===== src/rtl/load_store_unit.sv =====
// Load/store unit: runs the data-memory req/gnt/rvalid handshake, formats store lanes
// and extends load data. Define LSU_MISALIGN_TRAP_EN to abort misaligned accesses.
module load_store_unit #(
  parameter int unsigned ADDR_W      = 32,
  parameter int unsigned RSP_TIMEOUT = 255
) (
  input  logic              clk_i,
  input  logic              rst_n_i,
  input  logic              data_req_i,
  input  logic              data_wr_i,
  input  logic [1:0]        data_byte_i,
  input  logic              zero_extnd_i,
  input  logic [ADDR_W-1:0] addr_i,
  input  logic [31:0]       wr_data_i,
  output logic              stall_o,
  output logic              rd_valid_o,
  output logic [31:0]       rd_data_o,
  output logic              done_o,
  output logic              err_o,
  output logic              mem_req_o,
  output logic              mem_we_o,
  output logic [ADDR_W-1:0] mem_addr_o,
  output logic [3:0]        mem_be_o,
  output logic [31:0]       mem_wdata_o,
  input  logic              mem_gnt_i,
  input  logic              mem_rvalid_i,
  input  logic [31:0]       mem_rdata_i
);

  typedef enum logic [1:0] {
    IDLE = 2'd0,
    REQ  = 2'd1,
    RSP  = 2'd2,
    DONE = 2'd3
  } state_t;

  localparam logic [1:0]  SZ_BYTE  = 2'b00;
  localparam logic [1:0]  SZ_HALF  = 2'b01;
  localparam logic [1:0]  SZ_WORD  = 2'b10;
  localparam logic        TMO_EN   = (RSP_TIMEOUT != 32'd0);
  localparam logic [31:0] TMO_LAST = 32'(RSP_TIMEOUT) - 32'd1;

  function automatic logic [1:0] norm_size(input logic [1:0] sz);
    case (sz)
      2'b00:   norm_size = SZ_BYTE;
      2'b01:   norm_size = SZ_HALF;
      default: norm_size = SZ_WORD;
    endcase
  endfunction

  // Offset within the word after rounding down to the access size.
  function automatic logic [1:0] align_lo(input logic [1:0] sz, input logic [1:0] lo);
    case (sz)
      SZ_BYTE: align_lo = lo;
      SZ_HALF: align_lo = {lo[1], 1'b0};
      default: align_lo = 2'b00;
    endcase
  endfunction

  function automatic logic [3:0] lane_be(input logic [1:0] sz, input logic [1:0] lo);
    case (sz)
      SZ_BYTE: lane_be = 4'b0001 << lo;
      SZ_HALF: lane_be = lo[1] ? 4'b1100 : 4'b0011;
      default: lane_be = 4'b1111;
    endcase
  endfunction

  function automatic logic [31:0] lane_wdata(input logic [1:0] sz, input logic [31:0] wd);
    case (sz)
      SZ_BYTE: lane_wdata = {4{wd[7:0]}};
      SZ_HALF: lane_wdata = {2{wd[15:0]}};
      default: lane_wdata = wd;
    endcase
  endfunction

  function automatic logic [31:0] load_extract(input logic [1:0] sz, input logic ext,
                                               input logic [1:0] lo, input logic [31:0] rd);
    logic [31:0] sh;
    sh = rd >> {lo, 3'b000};
    case (sz)
      SZ_BYTE: load_extract = {{24{~ext & sh[7]}}, sh[7:0]};
      SZ_HALF: load_extract = {{16{~ext & sh[15]}}, sh[15:0]};
      default: load_extract = sh;
    endcase
  endfunction

`ifdef LSU_MISALIGN_TRAP_EN
  function automatic logic misaligned(input logic [1:0] sz, input logic [1:0] lo);
    case (sz)
      SZ_BYTE: misaligned = 1'b0;
      SZ_HALF: misaligned = lo[0];
      default: misaligned = (lo != 2'b00);
    endcase
  endfunction
`endif

  state_t             state_r;
  state_t             state_s;
  logic               wr_r;
  logic [1:0]         size_r;
  logic               ext_r;
  logic [1:0]         lo_r;
  logic [ADDR_W-1:0]  addr_r;
  logic [3:0]         be_r;
  logic [31:0]        wdata_r;
  logic [31:0]        rd_data_r;
  logic               err_r;
  logic [31:0]        cnt_r;
  logic [1:0]         size_in_s;
  logic [1:0]         lo_in_s;
  logic               trap_s;
  logic               tmo_s;
  logic               err_s;
  logic               cap_s;

  assign size_in_s = norm_size(data_byte_i);
  assign lo_in_s   = align_lo(size_in_s, addr_i[1:0]);
  assign tmo_s     = TMO_EN && (cnt_r >= TMO_LAST);

`ifdef LSU_MISALIGN_TRAP_EN
  assign trap_s = misaligned(size_in_s, addr_i[1:0]);
`else
  assign trap_s = 1'b0;
`endif

  // State register.
  always_ff @(posedge clk_i or negedge rst_n_i) begin
    if (!rst_n_i) begin
      state_r <= IDLE;
    end else begin
      state_r <= state_s;
    end
  end

  // Next-state logic; a completing handshake wins over a timeout in the same cycle.
  always_comb begin
    state_s = state_r;
    err_s   = 1'b0;
    cap_s   = 1'b0;
    case (state_r)
      IDLE: begin
        if (data_req_i) begin
          state_s = trap_s ? DONE : REQ;
          err_s   = trap_s;
        end else begin
          state_s = IDLE;
        end
      end
      REQ: begin
        if (mem_gnt_i && (wr_r || mem_rvalid_i)) begin
          state_s = DONE;
          cap_s   = ~wr_r;
        end else if (tmo_s) begin
          state_s = DONE;
          err_s   = 1'b1;
        end else if (mem_gnt_i) begin
          state_s = RSP;
        end else begin
          state_s = REQ;
        end
      end
      RSP: begin
        if (mem_rvalid_i) begin
          state_s = DONE;
          cap_s   = 1'b1;
        end else if (tmo_s) begin
          state_s = DONE;
          err_s   = 1'b1;
        end else begin
          state_s = RSP;
        end
      end
      DONE:    state_s = IDLE;
      default: state_s = IDLE;
    endcase
  end

  // Request latch: lanes and enables are computed once so they stay stable until grant.
  always_ff @(posedge clk_i or negedge rst_n_i) begin
    if (!rst_n_i) begin
      wr_r    <= 1'b0;
      size_r  <= 2'b00;
      ext_r   <= 1'b0;
      lo_r    <= 2'b00;
      addr_r  <= '0;
      be_r    <= 4'b0000;
      wdata_r <= 32'h0000_0000;
    end else if ((state_r == IDLE) && data_req_i) begin
      wr_r    <= data_wr_i;
      size_r  <= size_in_s;
      ext_r   <= zero_extnd_i;
      lo_r    <= lo_in_s;
      addr_r  <= {addr_i[ADDR_W-1:2], 2'b00};
      be_r    <= lane_be(size_in_s, lo_in_s);
      wdata_r <= lane_wdata(size_in_s, wr_data_i);
    end
  end

  // Timeout counter, abort flag and captured load data.
  always_ff @(posedge clk_i or negedge rst_n_i) begin
    if (!rst_n_i) begin
      cnt_r     <= 32'd0;
      err_r     <= 1'b0;
      rd_data_r <= 32'h0000_0000;
    end else begin
      if ((state_r == REQ) || (state_r == RSP)) begin
        cnt_r <= cnt_r + 32'd1;
      end else begin
        cnt_r <= 32'd0;
      end
      err_r <= err_s;
      if (cap_s) begin
        rd_data_r <= load_extract(size_r, ext_r, lo_r, mem_rdata_i);
      end
    end
  end

  // Output decode; the IDLE stall is combinational so the request itself holds the pipe.
  always_comb begin
    stall_o     = 1'b0;
    mem_req_o   = 1'b0;
    mem_we_o    = 1'b0;
    mem_addr_o  = '0;
    mem_be_o    = 4'b0000;
    mem_wdata_o = 32'h0000_0000;
    done_o      = 1'b0;
    err_o       = 1'b0;
    rd_valid_o  = 1'b0;
    rd_data_o   = 32'h0000_0000;
    case (state_r)
      IDLE: stall_o = data_req_i & rst_n_i;
      REQ: begin
        stall_o     = 1'b1;
        mem_req_o   = 1'b1;
        mem_we_o    = wr_r;
        mem_addr_o  = addr_r;
        mem_be_o    = be_r;
        mem_wdata_o = wdata_r;
      end
      RSP: stall_o = 1'b1;
      DONE: begin
        done_o = 1'b1;
        err_o  = err_r;
        if (~wr_r && ~err_r) begin
          rd_valid_o = 1'b1;
          rd_data_o  = rd_data_r;
        end else begin
          rd_valid_o = 1'b0;
          rd_data_o  = 32'h0000_0000;
        end
      end
      default: stall_o = 1'b0;
    endcase
  end

endmodule


===== config.mk =====
export PLATFORM = sky130hd
export DESIGN_NAME = load_store_unit
export DESIGN_NICKNAME = d
export VERILOG_FILES = /design/src/rtl/load_store_unit.sv
export SDC_FILE = /design/constraint.sdc
export NUM_CORES = 1
export LEC_CHECK = 0
export CORE_ASPECT_RATIO = 1.25
export CORE_UTILIZATION = 52
export CTS_CLUSTER_SIZE = 40
export DETAILED_ROUTE_END_ITERATION = 10
export HOLD_SLACK_MARGIN = 0.03
export MAX_ROUTING_LAYER = met4
export PLACE_DENSITY_LB_ADDON = 0.3
export RECOVER_POWER = 25
export SLEW_MARGIN = 15
export SYNTH_ARGS = -nofsm -noshare
export SYNTH_HDL_FRONTEND = slang
export SYNTH_SLANG_ARGS = --single-unit

===== constraint.sdc =====
create_clock -name clk_i -period 3.65 [get_ports clk_i]
set_input_delay 1.095 -clock clk_i [delete_from_list [all_inputs] [get_ports clk_i]]
set_output_delay 1.095 -clock clk_i [all_outputs]
set_load 0.02 [all_outputs]

==> metrics.csv <==
stage,metric,value,unit
run_status,status,finished with violations,
run_status,failing checks,"capacitance limit, slew limit",
synthesis,"Seq/Total Area, Yosys",47.0,%
sta,worst setup margin,0.236,ns
clock_network,CTS tree,done,
placement,post-DP HPWL,13300,um
route,Pre-Repair DR Iteration Count,4,
synthesis,Yosys cell types,43,
final_layout,Syn-to-layout area delta,38.3,%
worst_setup_path,CP max-delay cell,clkdlybuf4s50_1,
die,Die Ht,135,um
route,routed wire length,19200,um
route,1st-iter DRT viols,338,
route,post-route ant nets,0,
sta,"Hold Vio Cnt, Final",0,
sta,Worst Tran Pin Value,1.89,ns
clock_network,CTS Root Cell,clkbuf_16,
power,power per cell area,718,nW/um^2
die,Initial Util,53.4,%
worst_setup_path,Crit Path Category,reg -> out,
worst_setup_path,Reg2Reg Depth,7,
placement,RePlAce Congestion,0.843,
sta,Final Cycle Share,93.5,%
worst_setup_path,nature of the critical path startpoint,register,
power,peak supply drop,553,uV
die,Ports,211,
clock_network,CTS Buf Count,17,
global_route,initial antenna violation count,1,
synthesis,Yosys warnings,0,
synthesis,Synth Instances,768,
clock_network,worst-case clock buffer depth,2,
power,Pleak,4.29,nW
die,core area,13900,um^2
global_route,first-pass GRT wire length,31100,um
placement,I/O Buffers,208,
route,drc violations,0,
route,DR vias/cell,5.59,
placement,Setup WS pre-CTS,-0.0171,ns
synthesis,"Cell Area, Synth",7400,um^2
global_route,vias in the first global route,6445,
worst_setup_path,CP max stage delay,0.64,ns
synthesis,post-synth top area cell,dfrtp_1,
synthesis,#FFs+latches synth,139,
final_layout,"commonest non-fill, non-tap cells in the layout","206 x clkdlybuf4s50_1, 139 x dfrtp_1, 99 x and2_1",
global_route,grt ovf,0,
route,vias,6427,
clock_network,insertion delay to the later sink of the worst-skew pair,0.42,ns
hold_path,Hold Path Sink,wdata_r[27],
sta,worst clock skew,0.00726,ns
die,die area,14700,um^2
final_layout,"commonest non-fill, non-tap cell in the layout",clkdlybuf4s50_1,
synthesis,syn_area_per_cell,9.64,um^2
synthesis,Synth top area share,47.0,%
sta,Setup-failing EPs final,0,
final_layout,fraction of layout cells with a size suffix above 1,10.6,%
worst_setup_path,FF-to-FF End,rd_data_r[26],
worst_setup_path,largest fanout on the critical path,66,
run,Max Cap Violations,1,
hold_path,class of the worst hold path,reg -> reg,
clock_network,clock-pin slew on the worst setup and hold paths,0.05,ns
sta,RSZ-0062 raised after global routing,false,
worst_setup_path,worst r2r src,state_r[0],
worst_setup_path,flop2flop setup slack,1.35,ns
route,routed length per placed instance,16.7,um
sta,pins over their slew limit,140,
global_route,pin count of the biggest net entering global routing,140,
clock_network,Clock Sinks,139,
sta,Slew headroom,-25.8,%
worst_setup_path,CP cell instances,"inv_1, ha_2, buf_12, and2_1, clkdlybuf4s50_1",
hold_path,min-delay src,wdata_r[27],
die,Horiz. Die Dim,109,um
worst_setup_path,Worst Setup End Kind,output pin,
die,cell row count,48,
worst_setup_path,required time of the critical path,2.55,ns
sta,Tmin final,3.41,ns
clock_network,H-Tree Depth,4,
hold_path,Hold Path Stages,2,
sta,Min Hold Slack,0.471,ns
final_layout,Nets,1073,
global_route,Total GRT Usage,28.5,%
sta,fmax,0.293,GHz
synthesis,largest cells by area after synthesis,"dfrtp_1 47%, and2_1 8.4%, mux2i_1 7.3%, mux2_2 7.3%, nor2_1 3.5%",
worst_setup_path,CP Data Arrival Time,2.32,ns
[power breakdown]
part,leakage [nW],switching [mW],total [mW],internal (mW)
sequential,1.72,0.325,2.47,2.14
combinational,2.29,1.75,3.27,1.52
clock,0.279,0.660,1.62,0.958
[how the worst max path moves through the flow]
stage | from | to | slack, ns | cells past startpoint
after floorplan | state_r[0] | rd_data_o[22] | 0.79 | 4
after global placement | data_req_i | stall_o | -0.04 | 4
after detailed placement | data_req_i | stall_o | -0.02 | 4
after CTS | state_r[0] | rd_data_o[23] | 0.21 | 5
after global routing | state_r[0] | rd_data_o[23] | 0.06 | 5
final | register | mem_addr_o[20] | 0.24 | 5
[layout make-up]
class | count | area [um^2]
Inverter | 12 | 45.0
Clock buffer | 23 | 498
Clock inverter | 9 | 62.6
Sequential cell | 139 | 3480
Antenna cell | 1 | 2.50
Timing Repair Buffer | 225 | 2240
Fill cell | 1023 | 3630
Multi-Input combinational cell | 566 | 3700
Tap cell | 175 | 219
[worst max-delay path: cells and delay by family (launching register included)]
kind | cells | cell delay, ns
fa+ha+maj | 1 | 0.28
simple gates | 1 | 0.18
flops | 1 | 0.40
buf+inv | 3 | 1.02
[cells by family (layout without fill, tap and decap cells)]
family,after synthesis,in the layout,share of synthesized area [%]
buffers and inverters,64,269,3.38
AOI/OAI and AO/OA,127,127,10.1
adders and majority gates,7,7,1.18
DFF,139,139,47.0
muxes,102,102,14.6
and+or+nand+nor,319,319,22.6
xor gates and xnor gates,9,9,1.06
other,1,3,0.0507
[stage by stage]
stage	instances	util, %	TNS [ns]	power (mW)	cell area (um^2)
after floorplan	769	-	0	4.43	7410
after global placement	1117	69.9	-0.0363	5.66	9700
after detailed placement	1117	69.9	-0.0171	5.75	9700
after CTS	1149	73.9	0	7.40	10300
after global routing	1150	73.8	0	7.80	10200
final	1150	73.8	0	7.36	10200
[flip-flops by register name (all words and copies together), names as in the netlist, named ones only]
register	cells
size_r	2
be_r	4
wdata_r	32
lo_r	2
ext_r	1
err_r	1
cnt_r	32
state_r	1
rd_data_r	32
wr_r	1
addr_r	30
[synthesized netlist by cell type]
library cell and n:
conb_1 1, o211ai_1 3, o41ai_1 1, inv_1 12
nand3_1 13, or4_1 7, and3_1 1, mux2_2 48
and2_1 99, or3_1 10, buf_4 2, and4_1 2
o31ai_1 6, o211a_1 1, o22ai_1 17, nor4_1 9
nor3b_1 2, nor3_1 8, or2_2 2, a211oi_1 8
a31oi_1 1, nor2b_1 8, a21oi_1 46, nand4_4 1
a21o_1 1, o311ai_0 1, clkbuf_2 1, xnor2_1 3
nand2b_1 15, mux2i_1 54, o21ai_0 33, o2bb2ai_1 8
o21ba_2 1, nand2_1 63, nor2_1 69, dfrtp_1 139
buf_2 1, buf_1 4, ha_1 7, xor2_1 6
and3b_1 1, clkbuf_1 44, nand4_1 9
[metal layers]
layer  vias up  track usage, %  wire length [um]
met5         -               -                 0
met4         0            12.4               567
met3        44            8.13              1450
met2       241            44.8              9310
met1      3092            34.0              7900
li1       3050               -                 -
[what timing repair did]
action / CTS / global route
hold buffers: 0 / 0
setup buffers: 0 / 0
resized for setup: 1 / 0
setup endpoints to repair: 1 / 0
(Power assumes the default switching activity.)
